### src/rtl/pipe_ctrl_pkg.sv
// -----------------------------------------------------------------------------
// pipe_ctrl_pkg
// Shared definitions for the pipeline stall/flush sequencer:
//   - md_state_e       : mult/div busy FSM encoding (RUN = 0, MD_WAIT = 1)
//   - MUL_LAT_DEFAULT  : default multiply hold latency in cycles
//   - DIV_LAT_DEFAULT  : default divide hold latency in cycles
//   - lat_load_value() : converts a latency into the down-counter load value
// -----------------------------------------------------------------------------
package pipe_ctrl_pkg;

    typedef enum logic {
        RUN     = 1'b0,
        MD_WAIT = 1'b1
    } md_state_e;

    localparam int unsigned MUL_LAT_DEFAULT = 4;
    localparam int unsigned DIV_LAT_DEFAULT = 32;

    // The issue cycle is spent in RUN, so the counter only has to cover the
    // remaining LAT-1 cycles spent in MD_WAIT before md_done.
    function automatic int unsigned lat_load_value(input int unsigned lat);
        return lat - 1;
    endfunction

endpackage

### src/rtl/md_latency_cnt.sv
// -----------------------------------------------------------------------------
// md_latency_cnt
// Loadable down-counter used to time multi-cycle execute units.
// Ports:
//   clk        in   pipeline clock
//   rst_n      in   asynchronous active-low reset (count clears to 0)
//   load_i     in   load load_val_i (takes precedence over dec_i)
//   load_val_i in   value to load
//   dec_i      in   decrement by one; ignored when already zero
//   cnt_o      out  current count
//   zero_o     out  count is zero
// -----------------------------------------------------------------------------
module md_latency_cnt #(
    parameter int unsigned CNT_W = 6
) (
    input  logic             clk,
    input  logic             rst_n,
    input  logic             load_i,
    input  logic [CNT_W-1:0] load_val_i,
    input  logic             dec_i,
    output logic [CNT_W-1:0] cnt_o,
    output logic             zero_o
);

    logic [CNT_W-1:0] cnt_q;
    logic [CNT_W-1:0] cnt_d;

    // NOTE: every always_comb output gets a default first so no path leaves
    // it unassigned; otherwise synthesis infers a latch.
    always_comb begin
        cnt_d = cnt_q;
        if (load_i) begin
            cnt_d = load_val_i;
        end else if (dec_i && (cnt_q != '0)) begin
            cnt_d = cnt_q - 1'b1;
        end
    end

    // NOTE: sequential state uses non-blocking assignments so every register
    // samples its inputs from before the edge, independent of block ordering.
    always_ff @(posedge clk or negedge rst_n) begin
        if (!rst_n) begin
            cnt_q <= '0;
        end else begin
            cnt_q <= cnt_d;
        end
    end

    assign cnt_o  = cnt_q;
    assign zero_o = (cnt_q == '0);

endmodule

### src/rtl/pipe_stall_ctrl.sv
// -----------------------------------------------------------------------------
// pipe_stall_ctrl
// Central stall/flush sequencer for the 5-stage pipeline. Merges data-memory
// wait, the mult/div hold, the ID hazard stall and branch/jump redirects into
// per-stage register enables and flushes, in that priority order. Owns the
// mult/div busy FSM and a saturating stall-cycle counter.
// Ports:
//   clk, rst_n                 clock, asynchronous active-low reset
//   hz_stall                   hazard unit: hold PC and IF/ID, bubble ID/EX
//   br_taken, jump             ID-stage redirect: flush IF/ID
//   md_start, md_is_div        mult/div instruction in EX, divide select
//   dmem_busy                  data memory not ready: freeze PC..EX/MEM
//   pc_en, ifid_en, idex_en, exmem_en                 stage load enables
//   ifid_flush, idex_flush, exmem_flush, memwb_flush  stage clears
//   md_busy                    FSM is in MD_WAIT
//   md_done                    one-cycle pulse: mult/div result valid in EX
//   stall_cycles               saturating count of cycles with pc_en = 0
// -----------------------------------------------------------------------------
module pipe_stall_ctrl
    import pipe_ctrl_pkg::*;
#(
    parameter int unsigned MUL_LAT = MUL_LAT_DEFAULT,
    parameter int unsigned DIV_LAT = DIV_LAT_DEFAULT,
    parameter int unsigned CNT_W   = 6,
    parameter int unsigned PERF_W  = 16
) (
    input  logic              clk,
    input  logic              rst_n,
    input  logic              hz_stall,
    input  logic              br_taken,
    input  logic              jump,
    input  logic              md_start,
    input  logic              md_is_div,
    input  logic              dmem_busy,
    output logic              pc_en,
    output logic              ifid_en,
    output logic              ifid_flush,
    output logic              idex_en,
    output logic              idex_flush,
    output logic              exmem_en,
    output logic              exmem_flush,
    output logic              memwb_flush,
    output logic              md_busy,
    output logic              md_done,
    output logic [PERF_W-1:0] stall_cycles
);

    localparam logic [CNT_W-1:0] MUL_LOAD = CNT_W'(lat_load_value(MUL_LAT));
    localparam logic [CNT_W-1:0] DIV_LOAD = CNT_W'(lat_load_value(DIV_LAT));

    md_state_e        state_q;
    md_state_e        state_d;
    logic             cnt_load;
    logic [CNT_W-1:0] cnt_load_val;
    logic             cnt_dec;
    logic [CNT_W-1:0] cnt;
    logic             cnt_zero;
    logic             md_hold;
    logic             md_done_int;

    logic [PERF_W-1:0] stall_cycles_q;
    logic [PERF_W-1:0] stall_cycles_d;

    // ---------------------------------------------------------------------
    // Mult/div latency counter
    // ---------------------------------------------------------------------
    md_latency_cnt #(
        .CNT_W (CNT_W)
    ) u_md_cnt (
        .clk        (clk),
        .rst_n      (rst_n),
        .load_i     (cnt_load),
        .load_val_i (cnt_load_val),
        .dec_i      (cnt_dec),
        .cnt_o      (cnt),
        .zero_o     (cnt_zero)
    );

    // ---------------------------------------------------------------------
    // Mult/div busy FSM. It advances even while dmem_busy freezes the
    // pipeline, because the arithmetic unit runs on its own.
    // ---------------------------------------------------------------------
    always_ff @(posedge clk or negedge rst_n) begin
        if (!rst_n) begin
            state_q <= RUN;
        end else begin
            state_q <= state_d;
        end
    end

    always_comb begin
        state_d      = state_q;
        cnt_load     = 1'b0;
        cnt_load_val = MUL_LOAD;
        cnt_dec      = 1'b0;
        md_hold      = 1'b0;
        md_done_int  = 1'b0;
        unique case (state_q)
            RUN: begin
                if (md_start) begin
                    md_hold      = 1'b1;
                    cnt_load     = 1'b1;
                    cnt_load_val = md_is_div ? DIV_LOAD : MUL_LOAD;
                    state_d      = MD_WAIT;
                end
            end
            MD_WAIT: begin
                // md_start is ignored here: the instruction occupying EX keeps
                // it high until it leaves, so it would otherwise re-trigger.
                if (!cnt_zero) begin
                    md_hold = 1'b1;
                    cnt_dec = 1'b1;
                end else begin
                    md_done_int = 1'b1;
                    state_d     = RUN;
                end
            end
            default: state_d = RUN;
        endcase
    end

    assign md_busy = (state_q == MD_WAIT);
    assign md_done = md_done_int;

    // ---------------------------------------------------------------------
    // Priority merge of stall/flush requests, highest first. A lower request
    // is fully masked whenever a higher one is active.
    // ---------------------------------------------------------------------
    always_comb begin
        pc_en       = 1'b1;
        ifid_en     = 1'b1;
        idex_en     = 1'b1;
        exmem_en    = 1'b1;
        ifid_flush  = 1'b0;
        idex_flush  = 1'b0;
        exmem_flush = 1'b0;
        memwb_flush = 1'b0;
        if (!rst_n) begin
            pc_en       = 1'b0;
            ifid_en     = 1'b0;
            idex_en     = 1'b0;
            exmem_en    = 1'b0;
            ifid_flush  = 1'b1;
            idex_flush  = 1'b1;
            exmem_flush = 1'b1;
            memwb_flush = 1'b1;
        end else if (dmem_busy) begin
            // Freeze everything up to EX/MEM; MEM/WB receives a bubble.
            pc_en       = 1'b0;
            ifid_en     = 1'b0;
            idex_en     = 1'b0;
            exmem_en    = 1'b0;
            memwb_flush = 1'b1;
        end else if (md_hold) begin
            // EX is occupied; exmem_en stays 1 so the bubble is loaded.
            pc_en       = 1'b0;
            ifid_en     = 1'b0;
            idex_en     = 1'b0;
            exmem_flush = 1'b1;
        end else if (hz_stall) begin
            // A pending branch stays in ID and is re-evaluated next cycle.
            pc_en      = 1'b0;
            ifid_en    = 1'b0;
            idex_flush = 1'b1;
        end else if (br_taken || jump) begin
            ifid_flush = 1'b1;
        end
    end

    // ---------------------------------------------------------------------
    // Saturating stall-cycle counter
    // ---------------------------------------------------------------------
    always_comb begin
        stall_cycles_d = stall_cycles_q;
        if (!pc_en && (stall_cycles_q != '1)) begin
            stall_cycles_d = stall_cycles_q + 1'b1;
        end
    end

    // NOTE: only the small control state is reset; this block has no memory
    // arrays, which would be left unreset to keep them as plain RAM.
    always_ff @(posedge clk or negedge rst_n) begin
        if (!rst_n) begin
            stall_cycles_q <= '0;
        end else begin
            stall_cycles_q <= stall_cycles_d;
        end
    end

    assign stall_cycles = stall_cycles_q;

endmodule

### config.mk
export PLATFORM = sky130hd
export DESIGN_NAME = pipe_stall_ctrl
export DESIGN_NICKNAME = d
export VERILOG_FILES = /design/src/rtl/pipe_ctrl_pkg.sv /design/src/rtl/md_latency_cnt.sv /design/src/rtl/pipe_stall_ctrl.sv
export SDC_FILE = /design/constraint.sdc
export NUM_CORES = 1
export LEC_CHECK = 0
export CAP_MARGIN = 20
export CORE_MARGIN = 2
export CORE_UTILIZATION = 47
export CTS_CLUSTER_SIZE = 20
export DETAILED_ROUTE_END_ITERATION = 16
export PLACE_DENSITY_LB_ADDON = 0.3
export SLEW_MARGIN = 20
export SYNTH_ARGS = -nofsm -noshare
export SYNTH_HDL_FRONTEND = slang
export SYNTH_SLANG_ARGS = --single-unit
### constraint.sdc
create_clock -name clk -period 2.7 [get_ports clk]
set_input_delay 0.54 -clock clk [delete_from_list [all_inputs] [get_ports clk]]
set_output_delay 0.54 -clock clk [all_outputs]
set_load 0.03 [all_outputs]
==> results.ini <==
[logic_synthesis]
synthFlopType=dfrtp_1
synth.avg_cell_area_um2=10.6
ys_types=33
synth_area_um2=1200
synth_seq_cells=23
synth_nets=125
syn_inst=114
ys_seq_area_share_pct=47.8
synth-edff-count=0
yosys_warnings=0
async_flop_share_pct=100

[floorplan]
coreArea_um2=2450
num_rows=18
fp.dieH_um=54.6
top_level_ports=34
fp.dieW_um=54.6
initial_utilization_pct=49.1
dieArea_um2=2980

[drt]
wl_per_cell_um=13.4
drtIter0Drc=3
first_pass_iters=3
vias_per_cell=5.45
ant_nets=0
drc_errors=0
via_count=1008
wl_um=2480

[worst_setup_path]
path_max_fanout=5
criticalPathCategory=flop to output port
worstPathArrival_ps=2050
worst_setup_path_start_kind=flop
required_ps=2160
end_kind=output port

[finish]
fin_util_pct=66.4
most-common-layout-cells=clkdlybuf4s50_1 (25), dfrtp_1 (23), buf_4 (11), nand3_1 (10), xnor2_1 (10)
nets=167
syn2layout_area_growth_pct=35.2
instances_no_fill=185
diodes=0
final_common_cell=clkdlybuf4s50_1
drive_above_1_share_pct=16.8

[timing]
slew_viol_final=0
finalCriticalPeriod_ps=2590
max_freq_mhz=386
fin_crit_sh_pct=95.9
relSlewSlack_pct=61.2
finalSetupViolCount=0
rsz0062_at_grt=false
hold_viol=0
skew_ps=2.21
fin_tns_setup_ps=0
worst_slew_pin_slew_ps=579
hold_slack_ps=516

[clock_network]
cts.sinks=23
cts_buffers=3
cts_hold_buf=0
root_buffer=clkbuf_4
cts_tree=yes
clock_latency_ps=300
htree_levels=1
cts.clk_slew.worst_paths_ps=120
clockBufferDepth=2

[place]
gp_congestion=0.723
port_buffers=33
hpwlAfterDp_um=1960
dpl.cell_count=180

[power_and_ir_drop]
power-per-cell-area_nw_per_um2=874
power.leakage_nw=0.658
vdd_drop_max_mv=0.715

[global_routing]
grtUsageTotal_pct=18.4
grt_first_pass_wirelength_um=3930
overflow=0
grt_pass1_vias=928
grt_max_degree=24
antenna_found_initial=0

[min_path]
hp-class=flop to flop

[status]
status=finished clean

[run]
drv_cap=0

-- registers in the layout, summed over array words and instances, names as in the netlist --
name	cells
u_md_cnt.cnt_o	6
md_busy	1
stall_cycles	16
-- area by class of cell --
cell class / instances / area (um^2)
sequential: 23 / 576
fill: 200 / 826
tap: 30 / 37.5
inverter: 6 / 22.5
clock buffer: 4 / 26.3
timing repair buffer: 38 / 350
multi-input combinational: 84 / 617
-- synthesized netlist by cell type (all sizes together) (2+ instances only) --
master  count  area [um^2]
dfrtp      23          576
nand3      10         50.1
xnor2      10         87.6
nor2        9         33.8
nand2       8         30.0
inv         6         22.5
xor2        6         52.6
nand2b      5         31.3
a21oi       4         20.0
nand4       4         25.0
nor3        4         31.3
ha          3         37.5
mux2        3         37.5
and3        2         12.5
o31ai       2         15.0
o41ai       2         17.5
-- power by group --
group          leakage [nW]  switching (W)  internal (W)
Combinational         0.362       0.000351      0.000313
Sequential            0.281       0.000144      0.000459
Clock                0.0150      0.0000980     0.0000576
-- through the flow --
stage / worst slack (ps) / area (um^2) / power, W
6_report: 110 / 1630 / 0.00142
5_1_grt: 18.2 / 1630 / 0.00153
4_1_cts: 13.1 / 1610 / 0.00141
3_5_place_dp: 66.6 / 1590 / 0.00126
3_3_place_gp: 89.1 / 1590 / 0.00124
2_1_floorplan: 220 / 1210 / 0.00101
-- timing repair --
item | 4_1_cts | 5_1_grt
endpoints found under the setup margin | 2 | 4
buffers inserted | 0 | 1
pin swaps | 0 | 3
resized for setup | 2 | 4
-- worst max-delay path, stage by stage, from the launching register on --
cell	delay [ps]
dfrtp_1	430
inv_2	70
ha_2	180
nand2b_4	70
o32ai_4	290
inv_2	60
buf_4	160
o41ai_2	270
buf_4	210
-- worst paths after layout --
kind / from / endpoint / slack [ps] / depth (start not counted)
min in group asynchronous: rst_n / u_md_cnt.cnt_o[3]$_DFFE_PN0P_ / 740 / 2
min: stall_cycles[6]$_DFFE_PN0P_ / stall_cycles[6]$_DFFE_PN0P_ / 520 / 1
max in group asynchronous: rst_n / stall_cycles[11]$_DFFE_PN0P_ / 1740 / 2
max: u_md_cnt.cnt_o[0]$_DFFE_PN0P_ / ifid_flush / 110 / 8
min reg2reg: stall_cycles[6]$_DFFE_PN0P_ / stall_cycles[6]$_DFFE_PN0P_ / 520 / 1
max reg2reg: u_md_cnt.cnt_o[0]$_DFFE_PN0P_ / stall_cycles[12]$_DFFE_PN0P_ / 590 / 10
-- per-layer routing --
| metal | global-route usage (%) | up-vias | part of all wire [%] | routed length, um |
|---|---|---|---|---|
| li1 | - | 492 | - | - |
| met1 | 20.6 | 488 | 43 | 1060 |
| met2 | 34.5 | 24 | 51 | 1270 |
| met3 | 3.28 | 4 | 4.9 | 122 |
| met4 | 6.25 | 0 | 1.0 | 25 |
| met5 | 0 | - | 0 | 0 |
-- kinds of logic (layout without fill, tap and decap cells) --
| kind of cell | Yosys count | after routing | synth area share [%] |
|---|---|---|---|
| and+or+nand+nor | 47 | 47 | 21.1 |
| DFF | 23 | 23 | 47.8 |
| xor gates and xnor gates | 16 | 16 | 11.6 |
| AOI/OAI and AO/OA | 15 | 15 | 10.8 |
| buffers and inverters | 7 | 48 | 2.49 |
| adders and majority gates | 3 | 3 | 3.12 |
| muxes | 3 | 3 | 3.11 |
Power figures use the tool's default switching activity.
